--- src/rtl/block_dispatcher.sv ---
// Block dispatcher: walks every (row, col) block of a mu x mu product and hands each one to the lowest free processor slot.
// Optional build macro DISPATCHER_CYCLE_COUNT_EN adds a busy-cycle counter output (out_cycle_count).
module block_dispatcher #(
    parameter int num_proc    = 4,
    parameter int index_width = 8
) (
    input  logic                              in_clk,
    input  logic                              in_reset,
    input  logic                              in_start,
    input  logic [index_width-1:0]            in_mu,
    output logic [num_proc*index_width-1:0]   out_row_index,
    output logic [num_proc*index_width-1:0]   out_col_index,
    output logic [num_proc-1:0]               out_index_ready,
    input  logic [num_proc-1:0]               in_index_ack,
    input  logic [num_proc-1:0]               in_result_ready,
    output logic                              out_busy,
    output logic                              out_done,
    output logic [2*index_width-1:0]          out_blocks_done
`ifdef DISPATCHER_CYCLE_COUNT_EN
    ,
    output logic [31:0]                       out_cycle_count
`endif
);

    localparam int CW = 2 * index_width;
    localparam logic [index_width-1:0] IDX_ONE = index_width'(1);

    typedef enum logic [1:0] {
        ST_IDLE     = 2'd0,
        ST_DISPATCH = 2'd1,
        ST_DRAIN    = 2'd2,
        ST_DONE     = 2'd3
    } state_t;

    typedef enum logic [1:0] {
        SLOT_FREE    = 2'd0,
        SLOT_OFFERED = 2'd1,
        SLOT_WORKING = 2'd2
    } slot_t;

    state_t                            state_r;
    slot_t                             slot_r [num_proc];
    logic [index_width-1:0]            mu_r;
    logic [index_width-1:0]            row_r;
    logic [index_width-1:0]            col_r;
    logic [num_proc*index_width-1:0]   row_index_r;
    logic [num_proc*index_width-1:0]   col_index_r;
    logic [num_proc-1:0]               ready_r;
    logic [num_proc-1:0]               result_prev_r;
    logic [CW-1:0]                     blocks_done_r;
    logic                              busy_r;
    logic                              done_r;

    logic [num_proc-1:0]               free_s;
    logic [num_proc-1:0]               completion_s;
    logic [CW-1:0]                     comp_count_s;
    logic [4:0]                        issue_slot_s;
    logic                              issue_valid_s;
    logic [index_width-1:0]            mu_m1_s;
    logic [CW-1:0]                     total_s;

    assign mu_m1_s       = mu_r - IDX_ONE;
    assign total_s       = CW'(mu_r) * CW'(mu_r);
    assign issue_valid_s = (state_r == ST_DISPATCH) && (|free_s);

    // Slot status decode, completion edge detect and lowest-free-slot priority pick
    always_comb begin
        free_s       = '0;
        completion_s = '0;
        comp_count_s = '0;
        issue_slot_s = 5'd0;
        for (int p = 0; p < num_proc; p++) begin
            free_s[p]       = (slot_r[p] == SLOT_FREE);
            completion_s[p] = (slot_r[p] == SLOT_WORKING) && in_result_ready[p] && !result_prev_r[p];
            comp_count_s    = comp_count_s + CW'(completion_s[p]);
        end
        // Walk downwards so the lowest-numbered free slot wins
        for (int p = num_proc - 1; p >= 0; p--) begin
            issue_slot_s = free_s[p] ? 5'(p) : issue_slot_s;
        end
    end

    // Top-level job FSM together with the per-slot handshake FSMs
    always_ff @(posedge in_clk or negedge in_reset) begin
        if (!in_reset) begin
            state_r       <= ST_IDLE;
            mu_r          <= '0;
            row_r         <= '0;
            col_r         <= '0;
            row_index_r   <= '0;
            col_index_r   <= '0;
            ready_r       <= '0;
            result_prev_r <= '0;
            blocks_done_r <= '0;
            busy_r        <= 1'b0;
            done_r        <= 1'b0;
            for (int p = 0; p < num_proc; p++) begin
                slot_r[p] <= SLOT_FREE;
            end
        end else begin
            done_r        <= 1'b0;
            result_prev_r <= in_result_ready;
            blocks_done_r <= blocks_done_r + comp_count_s;

            for (int p = 0; p < num_proc; p++) begin
                case (slot_r[p])
                    SLOT_FREE: begin
                        if (issue_valid_s && (issue_slot_s == 5'(p))) begin
                            slot_r[p]                                   <= SLOT_OFFERED;
                            row_index_r[p*index_width +: index_width]   <= row_r;
                            col_index_r[p*index_width +: index_width]   <= col_r;
                            ready_r[p]                                  <= 1'b1;
                        end
                    end
                    SLOT_OFFERED: begin
                        if (in_index_ack[p]) begin
                            slot_r[p]  <= SLOT_WORKING;
                            ready_r[p] <= 1'b0;
                        end
                    end
                    SLOT_WORKING: begin
                        if (completion_s[p]) begin
                            slot_r[p] <= SLOT_FREE;
                        end
                    end
                    default: begin
                        slot_r[p]  <= SLOT_FREE;
                        ready_r[p] <= 1'b0;
                    end
                endcase
            end

            case (state_r)
                ST_IDLE: begin
                    if (in_start) begin
                        mu_r          <= in_mu;
                        row_r         <= '0;
                        col_r         <= '0;
                        blocks_done_r <= '0;
                        busy_r        <= 1'b1;
                        state_r       <= (in_mu == '0) ? ST_DONE : ST_DISPATCH;
                    end
                end
                ST_DISPATCH: begin
                    if (issue_valid_s) begin
                        if (col_r == mu_m1_s) begin
                            col_r <= '0;
                            if (row_r == mu_m1_s) begin
                                state_r <= ST_DRAIN;
                            end else begin
                                row_r <= row_r + IDX_ONE;
                            end
                        end else begin
                            col_r <= col_r + IDX_ONE;
                        end
                    end
                end
                ST_DRAIN: begin
                    if (blocks_done_r == total_s) begin
                        state_r <= ST_DONE;
                    end
                end
                ST_DONE: begin
                    done_r  <= 1'b1;
                    busy_r  <= 1'b0;
                    state_r <= ST_IDLE;
                end
                default: begin
                    state_r <= ST_IDLE;
                end
            endcase
        end
    end

    assign out_row_index   = row_index_r;
    assign out_col_index   = col_index_r;
    assign out_index_ready = ready_r;
    assign out_busy        = busy_r;
    assign out_done        = done_r;
    assign out_blocks_done = blocks_done_r;

`ifdef DISPATCHER_CYCLE_COUNT_EN
    logic [31:0] cycle_count_r;

    // Busy-cycle counter, cleared on job acceptance and frozen while idle
    always_ff @(posedge in_clk or negedge in_reset) begin
        if (!in_reset) begin
            cycle_count_r <= 32'd0;
        end else if ((state_r == ST_IDLE) && in_start) begin
            cycle_count_r <= 32'd0;
        end else if (busy_r) begin
            cycle_count_r <= cycle_count_r + 32'd1;
        end
    end

    assign out_cycle_count = cycle_count_r;
`endif

endmodule

--- config.mk ---
export PLATFORM = sky130hd
export DESIGN_NAME = block_dispatcher
export DESIGN_NICKNAME = d
export VERILOG_FILES = /design/src/rtl/block_dispatcher.sv
export SDC_FILE = /design/constraint.sdc
export NUM_CORES = 1
export LEC_CHECK = 0
export ABC_AREA = 1
export BUFFER_PORTS_ARGS = -buffer_cell sky130_fd_sc_hd__buf_4
export CAP_MARGIN = 20
export CORE_MARGIN = 4
export CORE_UTILIZATION = 40
export CTS_CLUSTER_DIAMETER = 150
export DETAILED_ROUTE_END_ITERATION = 8
export SLEW_MARGIN = 20
export SYNTH_ARGS = -nofsm -noshare
export SYNTH_HDL_FRONTEND = slang
export SYNTH_SLANG_ARGS = --single-unit
--- constraint.sdc ---
create_clock -name in_clk -period 6 [get_ports in_clk]
set_input_delay 0 -clock in_clk [delete_from_list [all_inputs] [get_ports in_clk]]
set_output_delay 0 -clock in_clk [all_outputs]
set_load 0.02 [all_outputs]
# Word-level counts from Yosys, hierarchy flattened
# Index checks and enable logic that the tools add are counted.
[totals]
register_bits = 124
in_bits = 19
out_inout_bits = 86
word_cells = 167
[op_classes]
add_sub_neg = 7
n_mul = 1
eq_ne = 35
n_mux = 52
bitwise_logic = 4
reduce_logical = 44
[op_table]
columns = ["op", "n"]
rows = [
  ["2-to-1 mux 8 bit", 6],
  ["2-to-1 mux 2 bit", 22],
  ["2-to-1 mux 16 bit", 2],
  ["case mux 8 bit (2 select lines)", 2],
  ["AND reduction 3 bit", 9],
  ["inequality test 2 bit, second input constant", 12],
  ["case mux 2 bit (3 select lines)", 4],
  ["adder 16 x 4 -> 16 bit", 1],
  ["adder 8 x 1 -> 8 bit, second input constant", 2],
  ["== test 16 bit", 1],
  ["== test 2 bit, second input constant", 8],
  ["== test 8 bit", 2],
  ["multiplier 8 x 8 -> 16 bit", 1],
  ["logical AND 1 bit", 13],
  ["== test 2 x 1 -> 1 bit, second input constant", 6],
  ["inequality test 2 x 1 -> 1 bit, second input constant", 6],
  ["case mux 1 bit (3 select lines)", 4],
  ["AND reduction 2 bit", 6],
  ["logical NOT 2 bit", 5],
  ["2-to-1 mux 1 bit", 10],
  ["AND reduction 5 bit", 2],
  ["logical NOT 8 bit", 1],
  ["case mux 2 bit (4 select lines)", 1],
  ["subtractor 8 x 1 -> 8 bit, second input constant", 1],
  ["other kinds (9)", 16],
]

# Depth between registers and ports, before layout
[depth]
depth_word = 9
depth_mapped = 28
depth_no_buf = 27

# Worst setup path before layout
# Ideal clock, no wire load.
[synth_timing]
path_type = "reg-to-reg"
from = "register mu_r[2]"
to = "register state_r[0]"
setup_ns = 0.117
arrival_time_ns = 4.161
required_time_ns = 5.883
slack_ns = 1.722
stages_incl_launch_ff = 23
n_path_buf = 1
period_less_slack_ns = 4.278
cell_sequence = "dfrtp_1 -> buf_6 -> nand2_1 -> fa_1 -> fa_1 -> fa_1 -> inv_1 -> fa_1 -> ha_1 -> nand2_1 -> inv_1 -> a21oi_1 -> nand2_1 -> nand2_1 -> nand2_1 -> nor2_1 -> nand2_1 -> nor2_1 -> nand3_1 -> nand2_1 -> nand2_1 -> nand2_1 -> nand2_1"
[synth_between]
elab_chain_cells = 4
word_cells_on_any_way = 9
classes_between = "add/sub (1); mul (1); eq/ne (6); reduce/logical (1)"
[synth_lines]
columns = ["element", "line", "source"]
rows = [
  ["start, declared", "43", "logic [index_width-1:0] mu_r;"],
  ["start signal, assigned", "136", "mu_r <= in_mu;"],
  ["multiplier 8 x 8 -> 16 bit or subtractor 8 x 1 -> 8 bit (tied branches)", "63, 62", ""],
  ["== test 16 bit, or another cell as far along", "159", "if (blocks_done_r == total_s) begin"],
  ["inequality test 2 bit (no line) or inequality test 2 x 1 -> 1 bit (tied branches)", "-", ""],
  ["AND reduction 5 bit (no line) (*)", "-", ""],
  ["end signal, assigned", "141", "state_r <= (in_mu == '0) ? ST_DONE : ST_DISPATCH;"],
  ["end, declared", "41", "state_t state_r;"],
]
# Mark *: on every way between the ends. The rest lies on a longest branch, timed or not.
# A chain may end at the register's enable or synchronous reset.

# Final worst setup path
[layout_timing]
from = "register mu_r[2]"
to = "register state_r[1]"
# The elaborated chain is that of the path after synthesis.

==> results.sh <==
export IMPL_end_kind="register"
export IMPL_areaGrowthSynthToFinish_pct=23.43
export IMPL_cts_max_level=4
export IMPL_cts_tree="yes"
export IMPL_preCtsSetupSlack_ps=1224
export IMPL_tightest_slew_ps=987.8
export IMPL_drive_gt1_frac=0.1558
export IMPL_vias=6507
export IMPL_die_y_um=146.1
export IMPL_grt_usage=0.1847
export IMPL_place_inst=1287
export IMPL_slowest_delay_ps=760
export IMPL_synth_top_cell_by_area="dfrtp_1"
export IMPL_power_density_nw_per_um2=636.1
export IMPL_hold_class="primary input to asynchronous set/reset pin"
export IMPL_ys_seq_elements=124
export IMPL_boundaryPins=105
export IMPL_worstPathArrival_ps=5090
export IMPL_outcome="finished, final reports clean"
export IMPL_drt_first_pass_iters=5
export IMPL_setup_viol=0
export IMPL_antenna_found_initial=0
export IMPL_grt_pass1_vias=6393
export IMPL_slowest_stage="dfrtp_1"
export IMPL_final_hold_viol_count=0
export IMPL_maxCapViolCount=0
export IMPL_stdcell_area_um2=9412
export IMPL_grt_max_degree=79
export IMPL_clk_pin_slew_ps=70
export IMPL_num_antenna_cells=0
export IMPL_reg2reg_from="mu_r[2]"
export IMPL_numCtsBuffers=17
export IMPL_grt_pass1_wl_um=32460
export IMPL_layout_nets=1172
export IMPL_crit_type="register to register"
export IMPL_netlist_top_cells_area="dfrtp_1 41%, nand2_1 14%, inv_1 6.6%"
export IMPL_chipWidth_um=146.1
export IMPL_start_util=0.4076
export IMPL_postPlaceCellArea_um2=8615
export IMPL_required_ps=6320
export IMPL_ant_nets=0
export IMPL_crit_path_frequent_cell="nand2_1"
export IMPL_fin_worst_skew_ps=9.955
export IMPL_timing_final_ws_setup_ps=1230
export IMPL_max_freq_mhz=209.6
export IMPL_rsz0062_at_grt="false"
export IMPL_p_leak_nw=4.934
export IMPL_ir_drop_v=0.0003968
export IMPL_hold_ws_ps=122.4
export IMPL_fin_crit_ps=4770
export IMPL_drt_total_wl_um=18780
export IMPL_ys_warn_count=0
export IMPL_slew_viol_final=0
export IMPL_portBuffers=104
export IMPL_root_buffer="clkbuf_16"
export IMPL_drcViolationCount=0
export IMPL_vias_per_cell=4.863
export IMPL_stdcell_count=1338
export IMPL_crit_start="mu_r[2]"
export IMPL_syn_avg_cell_area_um2=7.853
export IMPL_postCtsSetupBuffers=0
export IMPL_synth_nets=1052
export IMPL_yosys_area_top_type_share=0.4070
export IMPL_slew_headroom=0.3399
export IMPL_grt_ovfl_total=0
export IMPL_wl_per_cell_um=14.04
export IMPL_critical_path_max_fanout=14
export IMPL_drt_iter0_drc=318
export IMPL_clockBufferDepth=2
export IMPL_setup_tns_ps=0
export IMPL_synth_distinct_cells=38
export IMPL_path_cells="nand2_1, fa_1, fa_1, fa_1, fa_1, inv_1, ha_1, nand2_1, nand2_1, a21oi_1, nand2_1, nand2_1, nand2_1, nor2_1, nand2_1, nor2_1, nand3_1, nand2_1, nand2_1, nand2_1, nand2_1"
export IMPL_place_hpwl_um=14090
export IMPL_rows=50
export IMPL_cts_num_sinks=124
export IMPL_period_share=0.7950
export IMPL_place_gp_congestion=0.8842
export IMPL_synth_seq_area_share=0.4070
export IMPL_synth_cells=971
export IMPL_dieArea_um2=21340
export IMPL_synthesis_area_um2=7625
export IMPL_core_um2=18710
export IMPL_cp_start_kind="register"
export IMPL_clk_latency_ps=420
[what timing repair did]
action                                 CTS  global route
endpoints found under the hold margin   70             0
hold buffers                            18             0
setup endpoints to repair                0             0
resized for setup                        0             0
[where the power goes]
group | leakage, nW | internal [mW] | switching [mW] | total (mW)
combinational | 2.97 | 1.41 | 2.34 | 3.75
clock | 0.287 | 0.593 | 0.446 | 1.04
sequential | 1.68 | 0.985 | 0.209 | 1.19
[cell families (layout without fill, tap and decap cells)]
kind of cell | after synthesis | count (layout) | synth area share
AO/OA/AOI/OAI | 135 | 135 | 0.09518
XOR/XNOR | 27 | 27 | 0.03101
adder cells (fa/ha/maj) | 62 | 62 | 0.1264
buffers and inverters | 166 | 299 | 0.08500
flip-flops | 124 | 124 | 0.4070
other | 2 | 2 | 0.0009849
AND/OR/NAND/NOR | 455 | 455 | 0.2545
[final cells by class]
type                       count  area (um2)
clock buffer                  17       425.4
inverter                     140       528.0
sequential                   124        3103
clock inverter                15       172.7
fill                        1839        9294
timing repair buffer         127        1010
multi-input combinational    681        3880
tap                          234       292.8
[metrics by stage]
step,util,total power [mW]
6_report,0.5031,5.987
5_1_grt,0.5031,6.704
4_1_cts,0.5021,6.054
3_5_place_dp,0.4605,4.969
3_3_place_gp,0.4605,4.905
2_1_floorplan,-,4.111
[worst max-delay path: cells and delay by family (launching register included)]
family	cells	cell delay, ps
flip-flops	1	760
AND/OR/NAND/NOR	14	1190
AO/OA/AOI/OAI	1	200
adder cells (fa/ha/maj)	5	2450
buffers and inverters	1	40
[synth_stat cells (all sizes together)]
cell type,number
nand3,59
a21o,2
nand2,284
o211ai,1
a31oi,1
fa,25
xor2,19
inv,139
a21oi,24
nor3,8
dfrtp,124
or2,5
clkinv,1
o21a,2
nor4,8
conb,2
nor2,75
o21ai,103
clkbuf,18
nand4,7
a22oi,1
nand3b,9
xnor2,8
o221ai,1
buf,8
ha,37
[final timing paths]
kind,end,slack [ps],depth (start not counted)
hold reg to reg,row_r[3],480,2
max in group asynchronous,mu_r[0],4770,3
min in group in_clk,result_prev_r[3],240,2
setup reg to reg,state_r[1],1230,21
hold / removal,out_index_ready[2],120,2
setup / recovery,state_r[1],1230,21
[flip-flops by register name, indices dropped and copies added (netlist names)]
register,flops
col_r,8
mu_r,8
out_blocks_done,16
out_busy,1
out_col_index,32
out_done,1
out_index_ready,4
out_row_index,32
result_prev_r,4
row_r,8
slot_r,8
state_r,2
[layout by cell type, fill, tap and decap left out, types with 4 or more instances in the layout]
cell,Yosys,routed
nand2_2,4,4
clkbuf_16,0,17
nand2_1,278,278
inv_2,4,4
inv_6,0,6
buf_4,0,107
o21ai_2,8,8
xor2_1,19,19
or2_2,5,5
nor2_1,71,71
nand4_1,7,7
o21ai_0,93,93
ha_1,37,37
nand3_1,58,58
nor4_1,7,7
nor3_1,8,8
dlygate4sd3_1,0,18
inv_1,134,134
dfrtp_1,124,124
xnor2_1,8,8
fa_1,25,25
a21oi_1,24,24
nand3b_1,9,9
[layer usage]
metal  vias up  routed length (um)  global-route usage
met1      3045                9318              0.2646
met3        21                 813             0.03942
li1       3312                   -                   -
met4         0                 297             0.05080
met2       129                8350              0.2852
met5         -                   0                   0
(Power assumes the default switching activity.)
